[config.mk]
export PLATFORM = sky130hd
export DESIGN_NAME = native_bus_decoder
export DESIGN_NICKNAME = d
export VERILOG_FILES = /design/src/rtl/native_bus_pkg.sv /design/src/rtl/native_bus_timer.sv /design/src/rtl/native_bus_decoder.sv
export SDC_FILE = /design/constraint.sdc
export NUM_CORES = 1
export LEC_CHECK = 0
export BUFFER_PORTS_ARGS = -buffer_cell sky130_fd_sc_hd__buf_2
export CORE_UTILIZATION = 39
export CTS_CLUSTER_DIAMETER = 150
export DETAILED_ROUTE_END_ITERATION = 8
export GPL_ROUTABILITY_DRIVEN = 0
export PLACE_DENSITY_LB_ADDON = 0.08
export SYNTH_ARGS = -nofsm -noshare
export SYNTH_HDL_FRONTEND = slang
export SYNTH_SLANG_ARGS = --single-unit
[constraint.sdc]
create_clock -name clk_i -period 1.7 [get_ports clk_i]
set_input_delay 0.085 -clock clk_i [delete_from_list [all_inputs] [get_ports clk_i]]
set_output_delay 0.085 -clock clk_i [all_outputs]
set_load 0.02 [all_outputs]
[src/rtl/native_bus_pkg.sv]
// Shared types and constants for the native bus decoder slice.
package native_bus_pkg;

  // Widest native address the request record can carry; ADDR_WIDTH must not exceed it.
  localparam int NATIVE_ADDR_W = 16;

  // Word returned to the bridge when a slave never answers.
  localparam logic [31:0] ERR_DATA = 32'hDEAD_BEEF;

  typedef enum logic [2:0] {
    ST_IDLE,
    ST_ISSUE,
    ST_WAIT,
    ST_RESP,
    ST_DRAIN
  } native_dec_state_t;

  typedef struct packed {
    logic [NATIVE_ADDR_W-1:0] address;
    logic [31:0]              data;
    logic [3:0]               strb;
  } native_req_t;

endpackage

[src/rtl/native_bus_timer.sv]
// Loadable, saturating 16-bit wait counter with a terminal-count flag.
// Used by native_bus_decoder only when NATIVE_DECODER_TIMEOUT_EN is defined.
module native_bus_timer #(
  parameter logic [15:0] TERMINAL = 16'd255
) (
  input  logic i_clk,
  input  logic i_rst_n,
  input  logic i_load,
  input  logic i_en,
  output logic o_tc
);

  logic [15:0] r_count;

  // Clear on load, otherwise count up and hold once the terminal value is reached.
  always_ff @(posedge i_clk or negedge i_rst_n) begin
    if (!i_rst_n) begin
      r_count <= '0;
    end else if (i_load) begin
      r_count <= '0;
    end else if (i_en && (r_count != TERMINAL)) begin
      r_count <= r_count + 16'd1;
    end
  end

  assign o_tc = (r_count == TERMINAL);

endmodule

[src/rtl/native_bus_decoder.sv]
// Native request decoder: routes each request to one of NUM_SLAVES regions,
// issues a one-cycle strobe and returns exactly one response pulse.
// Optional feature: NATIVE_DECODER_TIMEOUT_EN adds the wait-cycle timeout
// (error word plus sticky timeout_o); without it WAIT blocks until the slave answers.
module native_bus_decoder
  import native_bus_pkg::*;
#(
  parameter int ADDR_WIDTH     = 16,
  parameter int NUM_SLAVES     = 4,
  parameter int TIMEOUT_CYCLES = 255
) (
  input  logic                     clk_i,
  input  logic                     reset_n_i,
  input  logic [ADDR_WIDTH-1:0]    address_i,
  input  logic [31:0]              data_i,
  input  logic [3:0]               write_strb_i,
  input  logic                     data_valid_i,
  output logic [31:0]              data_o,
  output logic                     data_valid_o,
  output logic [ADDR_WIDTH-1:0]    s_address_o,
  output logic [31:0]              s_data_o,
  output logic [3:0]               s_write_strb_o,
  output logic [NUM_SLAVES-1:0]    s_valid_o,
  input  logic [NUM_SLAVES*32-1:0] s_data_i,
  input  logic [NUM_SLAVES-1:0]    s_valid_i,
  output logic                     timeout_o
);

  localparam int SEL_BITS = $clog2(NUM_SLAVES);

  if (NUM_SLAVES < 2 || (NUM_SLAVES & (NUM_SLAVES - 1)) != 0) begin : g_bad_slaves
    $error("NUM_SLAVES must be a power of two >= 2");
  end
  if (TIMEOUT_CYCLES < 1 || TIMEOUT_CYCLES > 65535) begin : g_bad_timeout
    $error("TIMEOUT_CYCLES must be in 1..65535");
  end

  native_dec_state_t     r_state;
  native_dec_state_t     w_next;
  native_req_t           r_req;
  native_req_t           w_req;
  logic [SEL_BITS-1:0]   r_sel;
  logic [SEL_BITS-1:0]   w_sel;
  logic [NUM_SLAVES-1:0] w_onehot;
  logic [NUM_SLAVES-1:0] r_s_valid;
  logic [31:0]           r_data;
  logic                  r_data_valid;
  logic                  w_hit;
  logic [31:0]           w_slv_data [NUM_SLAVES];

  for (genvar n = 0; n < NUM_SLAVES; n++) begin : g_unpack
    assign w_slv_data[n] = s_data_i[32*n +: 32];
  end

  assign w_sel    = address_i[ADDR_WIDTH-1 -: SEL_BITS];
  assign w_onehot = {{(NUM_SLAVES-1){1'b0}}, 1'b1} << w_sel;
  assign w_hit    = s_valid_i[r_sel];
  assign w_req    = '{address: NATIVE_ADDR_W'(address_i), data: data_i, strb: write_strb_i};

`ifdef NATIVE_DECODER_TIMEOUT_EN
  logic w_tc;
  logic r_timeout;

  native_bus_timer #(
    .TERMINAL(16'(TIMEOUT_CYCLES))
  ) u_timer (
    .i_clk   (clk_i),
    .i_rst_n (reset_n_i),
    .i_load  (r_state == ST_ISSUE),
    .i_en    ((r_state == ST_WAIT) && !w_hit),
    .o_tc    (w_tc)
  );

  // Sticky timeout flag; a response on the terminal cycle takes priority and leaves it clear.
  always_ff @(posedge clk_i or negedge reset_n_i) begin
    if (!reset_n_i) begin
      r_timeout <= 1'b0;
    end else if ((r_state == ST_WAIT) && !w_hit && w_tc) begin
      r_timeout <= 1'b1;
    end
  end

  assign timeout_o = r_timeout;
`else
  assign timeout_o = 1'b0;
`endif

  // State register.
  always_ff @(posedge clk_i or negedge reset_n_i) begin
    if (!reset_n_i) begin
      r_state <= ST_IDLE;
    end else begin
      r_state <= w_next;
    end
  end

  // Next-state logic: one strobe per request, one response, then wait for the request to drop.
  always_comb begin
    w_next = r_state;
    case (r_state)
      ST_IDLE:  if (data_valid_i) w_next = ST_ISSUE;
      ST_ISSUE: w_next = ST_WAIT;
      ST_WAIT: begin
        if (w_hit) begin
          w_next = ST_RESP;
        end
`ifdef NATIVE_DECODER_TIMEOUT_EN
        else if (w_tc) begin
          w_next = ST_RESP;
        end
`endif
      end
      ST_RESP:  w_next = ST_DRAIN;
      ST_DRAIN: if (!data_valid_i) w_next = ST_IDLE;
      default:  w_next = ST_IDLE;
    endcase
  end

  // Request capture, slave strobe, response capture and the one-cycle response pulse.
  always_ff @(posedge clk_i or negedge reset_n_i) begin
    if (!reset_n_i) begin
      r_req        <= '0;
      r_sel        <= '0;
      r_s_valid    <= '0;
      r_data       <= '0;
      r_data_valid <= 1'b0;
    end else begin
      r_s_valid    <= '0;
      r_data_valid <= 1'b0;
      case (r_state)
        ST_IDLE: begin
          if (data_valid_i) begin
            r_req     <= w_req;
            r_sel     <= w_sel;
            r_s_valid <= w_onehot;
          end
        end
        ST_WAIT: begin
          if (w_hit) begin
            r_data       <= w_slv_data[r_sel];
            r_data_valid <= 1'b1;
          end
`ifdef NATIVE_DECODER_TIMEOUT_EN
          else if (w_tc) begin
            r_data       <= ERR_DATA;
            r_data_valid <= 1'b1;
          end
`endif
        end
        default: ;
      endcase
    end
  end

  assign data_o         = r_data;
  assign data_valid_o   = r_data_valid;
  assign s_address_o    = ADDR_WIDTH'(r_req.address);
  assign s_data_o       = r_req.data;
  assign s_write_strb_o = r_req.strb;
  assign s_valid_o      = r_s_valid;

endmodule

==> results of run 1 <==
cells by family after synthesis:
| kind of cell | after synthesis |
|---|---|
| other | 1 |
| DFF | 92 |
| buffers and inverters | 25 |
| and+or+nand+nor | 169 |
| muxes | 65 |
| xor gates and xnor gates | 1 |
metal layers:
layer	routed length [µm]	track usage
met5	0	0
met4	231	0.0871
met3	1130	0.0599
met2	6900	0.418
met1	4900	0.260
how the worst max path moves through the flow:
stage / start / to / cells past startpoint
final: s_address_o[14]$_DFFE_PN0P_ / data_o[10]$_DFFE_PN0P_ / 4
after global routing: s_address_o[14]$_DFFE_PN0P_ / data_o[30]$_DFFE_PN0P_ / 4
after CTS: s_address_o[14]$_DFFE_PN0P_ / data_o[10]$_DFFE_PN0P_ / 4
after detailed placement: s_address_o[14]$_DFFE_PN0P_ / data_o[10]$_DFFE_PN0P_ / 4
after global placement: s_address_o[14]$_DFFE_PN0P_ / data_o[29]$_DFFE_PN0P_ / 4
after floorplan: s_address_o[14]$_DFFE_PN0P_ / data_o[10]$_DFFE_PN0P_ / 5
area by class of cell:
| cell class | instances | share of cell area |
|---|---|---|
| inverter | 1 | 0.000554 |
| antenna | 1 | 0.000369 |
| timing repair buffer | 345 | 0.314 |
| sequential | 92 | 0.340 |
| clock inverter | 5 | 0.0159 |
| multi-input combinational | 236 | 0.283 |
| tap | 140 | 0.0258 |
| clock buffer | 11 | 0.0209 |
flip-flops by register name, summed over array words and instances, names as in the netlist:
register,flops
s_data_o,32
data_valid_o,1
s_valid_o,4
s_address_o,16
data_o,32
r_state,3
s_write_strb_o,4
what timing repair did:
| action | in CTS | in global routing |
|---|---|---|
| hold buffers | 54 | 0 |
| setup buffers | 0 | 1 |
| hold endpoints to repair | 147 | 0 |
| gates resized for setup | 0 | 1 |
| endpoints found under the setup margin | 0 | 18 |
stage by stage:
step | hold slack (ns) | std cells | total power [µW]
after floorplan | -0.211 | 353 | 8170
after global placement | 0.00732 | 759 | 10000
after detailed placement | 0.00519 | 759 | 10200
after CTS | 0.149 | 829 | 12100
after global routing | 0.164 | 831 | 12800
final | 0.168 | 831 | 12000
power breakdown:
part | total (µW) | internal [µW] | switching [µW]
Sequential | 3780 | 3240 | 543
Clock | 1820 | 1030 | 797
Combinational | 6420 | 3000 | 3420
Total | 12000 | 7270 | 4760
layout by cell type, fill, tap and decap left out, drive strengths merged:
cell	netlist	layout
conb	1	1
clkinv	0	1
nor4b	1	1
dfrtp	92	92
diode	0	1
nor3	1	1
buf	12	291
dlygate4sd3	0	54
mux2	32	32
or4b	1	1
nand2	158	158
and3	1	1
nor3b	1	1
mux4	33	33
xnor2	1	1
bufinv	0	3
clkbuf	12	11
nor2	3	3
nand4bb	1	1
nand3	1	1
nand3b	1	1
inv	1	2
==> flow_summary.json, run 1 <==
{
  "die_w_um": 108,
  "ant_nets": 0,
  "synth_area_leader_cell": "dfrtp_1",
  "critical_path.top_delay_family": "multiplexers",
  "synth_top_family_by_area": "multiplexers",
  "drtPass1Iterations": 5,
  "synthMostInstantiatedCell": "nand2_1",
  "power_density_nw_per_um2": 1770,
  "slew_violations": 0,
  "clock-sinks": 92,
  "cp.arrival_ns": 1.93,
  "synth_top_area_share": 0.527,
  "hpwlAfterDp_um": 9470,
  "ys_types": 22,
  "core_um2": 10900,
  "rsz0062_at_grt": "yes",
  "place_ws_ns": 0.0259,
  "die_y_um": 108,
  "synth_edf_count": 0,
  "synth.mux.area_fraction": 0.277,
  "post_dp_cell_area_um2": 5980,
  "fp.dieArea_um2": 11600,
  "overflow": 0,
  "synth_compound_area_frac": 0,
  "nets": 872,
  "synth_area_um2": 4370,
  "cts_inserted_buffers": 9,
  "synth_seq_cells": 92,
  "clk_latency_ns": 0.35,
  "dr_total_vias": 3940,
  "vias_per_cell": 4.74,
  "finClkSkew_ns": 0.00797,
  "synthCells": 353,
  "cp-end-kind": "register",
  "cts_tree": "yes",
  "critPathKind": "reg -> reg",
  "worst_ep_required_time_ns": 1.94,
  "htree_levels": 3,
  "multi_input_area_um2": 1920,
  "timing.final.hold_violations": 0,
  "synth_simple_gate_area_frac": 0.157,
  "ys.flop_type": "dfrtp_1",
  "fill_cells": 906,
  "worstRegToRegCells": 4,
  "track_usage": 0.232,
  "ir_drop_mv": 0.774,
  "synth-xor-area-share": 0.00200,
  "drt-initial-drc-count": 140,
  "fin_area_um2": 6780,
  "fmax_mhz": 593,
  "syn_nets": 540,
  "syn_area_per_cell_um2": 12.4,
  "clock_path_buffers": 2,
  "finalSetupTns_ns": 0,
  "cts_root_buf": "clkbuf_8",
  "synth_commonest_cells": "nand2_1, dfrtp_1, mux4_2",
  "antenna_found_initial": 1,
  "fin_ws_ns": 0.0122,
  "clk_pin_slew_ns": 0.09,
  "synthAdderAreaFrac": 0,
  "drc": 0,
  "cap_violations": 0,
  "worstReg2RegEnd": "data_o[10]$_DFFE_PN0P_",
  "fp-row-count": 38,
  "port_buffers": 275,
  "r2r_setup_slack_ns": 0.01,
  "hold_path.class": "in -> async",
  "layout_min_cycle_time_ns": 1.69,
  "synth_warnings": 0,
  "post-route-period-util": 0.993,
  "start_util": 0.401,
  "setup-violations-final": 0,
  "status": "finished, final reports clean",
  "yosysSeqAreaShare": 0.527,
  "grt_pass1_vias": 4079,
  "cp_cell_sequence": "mux4_2, nand3_4, buf_12, mux2_4",
  "start_kind": "register",
  "async_flop_share": 1.00,
  "io_pins": 277,
  "critPathMaxStageDelay_ns": 0.53,
  "areaGrowthSynthToFinish_pct": 55.1,
  "fin_util": 0.623,
  "rr_startpoint": "s_address_o[14]$_DFFE_PN0P_",
  "grt_pass1_wl_um": 20300,
  "grt_max_degree": 54,
  "drive_gt1_frac": 0.543,
  "path_buf_inv": 1,
  "seq_area_um2": 2300,
  "cp_slowest_cell": "mux4_2",
  "p_leak_uw": 0.00369,
  "wl_per_cell_um": 15.8,
  "routed_wl_um": 13200,
  "path_max_fanout": 17,
  "synthTopCellsByArea": "dfrtp_1, mux4_2, nand2_1, mux2_4, buf_12"
}
(Power assumes the default switching activity.)
==> run 2: changes to the inputs <==
Settings changed: BUFFER_PORTS_ARGS -buffer_cell sky130_fd_sc_hd__buf_2 to -buffer_cell sky130_fd_sc_hd__buf_4.
==> run 2 against run 1 <==
Compared with the run above: clock-buffer cell count is 2 lower; sequential share of layout area is 2.9 points lower; clock skew increased by 0.00084 ns; critical path depth did not move; utilization grew 5.8 points; die area did not move; register-to-register slack gained 0.02 ns; global-route usage is 1.2 points higher; fmax increased by 1.4%; via count is 0.81% higher; worst hold slack worse by 0.0079 ns; non-clock buffer count rose by 1.
==> flow_summary.json, run 2 (synthesized netlist as in run 1, its figures left out) <==
{
  "clk_latency_ns": 0.37,
  "layout_min_cycle_time_ns": 1.66,
  "fin_ws_ns": 0.0357,
  "port_buffers": 275,
  "routed_wl_um": 13900,
  "place_inst": 759,
  "io_pins": 277,
  "drt-initial-drc-count": 174,
  "cts_root_buf": "clkbuf_8",
  "setup-violations-final": 0,
  "clock-sinks": 92,
  "overflow": 0,
  "clock_path_buffers": 2,
  "hold_depth": 3,
  "ir_drop_mv": 1.08,
  "path_max_fanout": 11,
  "mostFrequentLayoutCell": "buf_4",
  "slew_violations": 0,
  "worst_ep_required_time_ns": 1.96,
  "areaGrowthSynthToFinish_pct": 69.6,
  "fill_cells": 816,
  "cp_slowest_cell": "mux4_2",
  "critPathKind": "reg -> reg",
  "finClkSkew_ns": 0.00881,
  "drive_gt1_frac": 0.546,
  "cp.arrival_ns": 1.92,
  "antenna_found_initial": 0,
  "fp.dieArea_um2": 11600,
  "min_delay_worst_endpoint": "data_o[30]$_DFFE_PN0P_",
  "place_ws_ns": 0.0143,
  "wl_per_cell_um": 16.7,
  "final_cell_mix": "buf_4, nand2_1, dfrtp_1",
  "worstReg2RegEnd": "data_o[13]$_DFFE_PN0P_",
  "grt_pass1_vias": 4311,
  "post-route-period-util": 0.979,
  "rr_startpoint": "s_address_o[14]$_DFFE_PN0P_",
  "min_from": "s_data_i[94]",
  "grt_pass1_wl_um": 21400,
  "r2r_setup_slack_ns": 0.04,
  "timing.final.hold_violations": 0,
  "htree_levels": 3,
  "critPathMaxStageDelay_ns": 0.53,
  "antenna_cells": 0,
  "dr_total_vias": 3972,
  "ant_nets": 0,
  "die_y_um": 108,
  "cts_inserted_buffers": 9,
  "status": "finished, final reports clean",
  "fp-row-count": 38,
  "vias_per_cell": 4.78,
  "start_util": 0.401,
  "fin_area_um2": 7410,
  "worstRegToRegCells": 4,
  "cp_cell_sequence": "mux4_2, nand3_4, buf_12, mux2_4",
  "rsz0062_at_grt": "yes",
  "cap_violations": 0,
  "hpwlAfterDp_um": 9930,
  "post_dp_cell_area_um2": 6650,
  "fmax_mhz": 601,
  "multi_input_area_um2": 1920,
  "seq_area_um2": 2300,
  "finalSetupTns_ns": 0,
  "cp-end-kind": "register",
  "p_leak_uw": 0.00388,
  "drtPass1Iterations": 4,
  "final_cells": 831,
  "track_usage": 0.244,
  "power_density_nw_per_um2": 1690,
  "grt_max_degree": 54,
  "start_kind": "register",
  "clk_pin_slew_ns": 0.09,
  "nets": 873,
  "core_um2": 10900,
  "die_w_um": 108,
  "hold_path.class": "in -> reg",
  "drc": 0,
  "cts_tree": "yes"
}
## run 2: through the flow
stage	total power (µW)	util	hold slack [ns]
floorplan	8170	-	-0.211
global placement	10800	0.611	0.0456
detailed placement	10900	0.611	0.0483
CTS	12600	0.679	0.136
global route	13300	0.681	0.148
finish	12500	0.681	0.160
## run 2: worst max path at each step
stage	startpoint	endpoint	slack, ns	cells after the start
2_1_floorplan	s_address_o[14]$_DFFE_PN0P_	data_o[10]$_DFFE_PN0P_	-0.09	5
3_3_place_gp	s_address_o[14]$_DFFE_PN0P_	data_o[5]$_DFFE_PN0P_	0.04	4
3_5_place_dp	s_address_o[14]$_DFFE_PN0P_	data_o[2]$_DFFE_PN0P_	0.01	4
4_1_cts	s_address_o[14]$_DFFE_PN0P_	data_o[2]$_DFFE_PN0P_	0.0008	4
5_1_grt	s_address_o[14]$_DFFE_PN0P_	data_o[12]$_DFFE_PN0P_	-0.01	4
6_report	s_address_o[14]$_DFFE_PN0P_	data_o[13]$_DFFE_PN0P_	0.04	4
## run 2: layout make-up
cell class,instances,share of cell area
repair buffers,346,0.379
inverters,1,0.000506
multi-input cells,236,0.259
well taps,140,0.0236
clock buffers,9,0.0167
flip-flops and latches,92,0.311
clock inverters,7,0.0105
## run 2: routing by layer
metal  track usage  up-vias  routed length (µm)
met5             0        -                   0
met4        0.0910        0                 265
met3        0.0545       22                 962
met2         0.438      178                7360
met1         0.283     1919                5290
li1              -     1853                   -
## run 2: repair_timing
| action | 4_1_cts | 5_1_grt |
|---|---|---|
| setup endpoints to repair | 0 | 22 |
| endpoints found under the hold margin | 85 | 0 |
| hold buffers | 54 | 0 |
| setup buffers | 0 | 2 |
| resized for setup | 0 | 2 |
## run 2: power breakdown
group          leakage [µW]  switching (µW)  internal (µW)  total [µW]
clock network     0.0000994             825            687        1510
registers           0.00113             605           3240        3850
logic               0.00265            3470           3680        7150
## run 2: critical path: cells and delay by family (launching register included)
| kind | cells | cell delay [ns] |
|---|---|---|
| flip-flops | 1 | 0.41 |
| AND/OR/NAND/NOR | 1 | 0.13 |
| buffers and inverters | 1 | 0.17 |
| multiplexers | 2 | 0.84 |
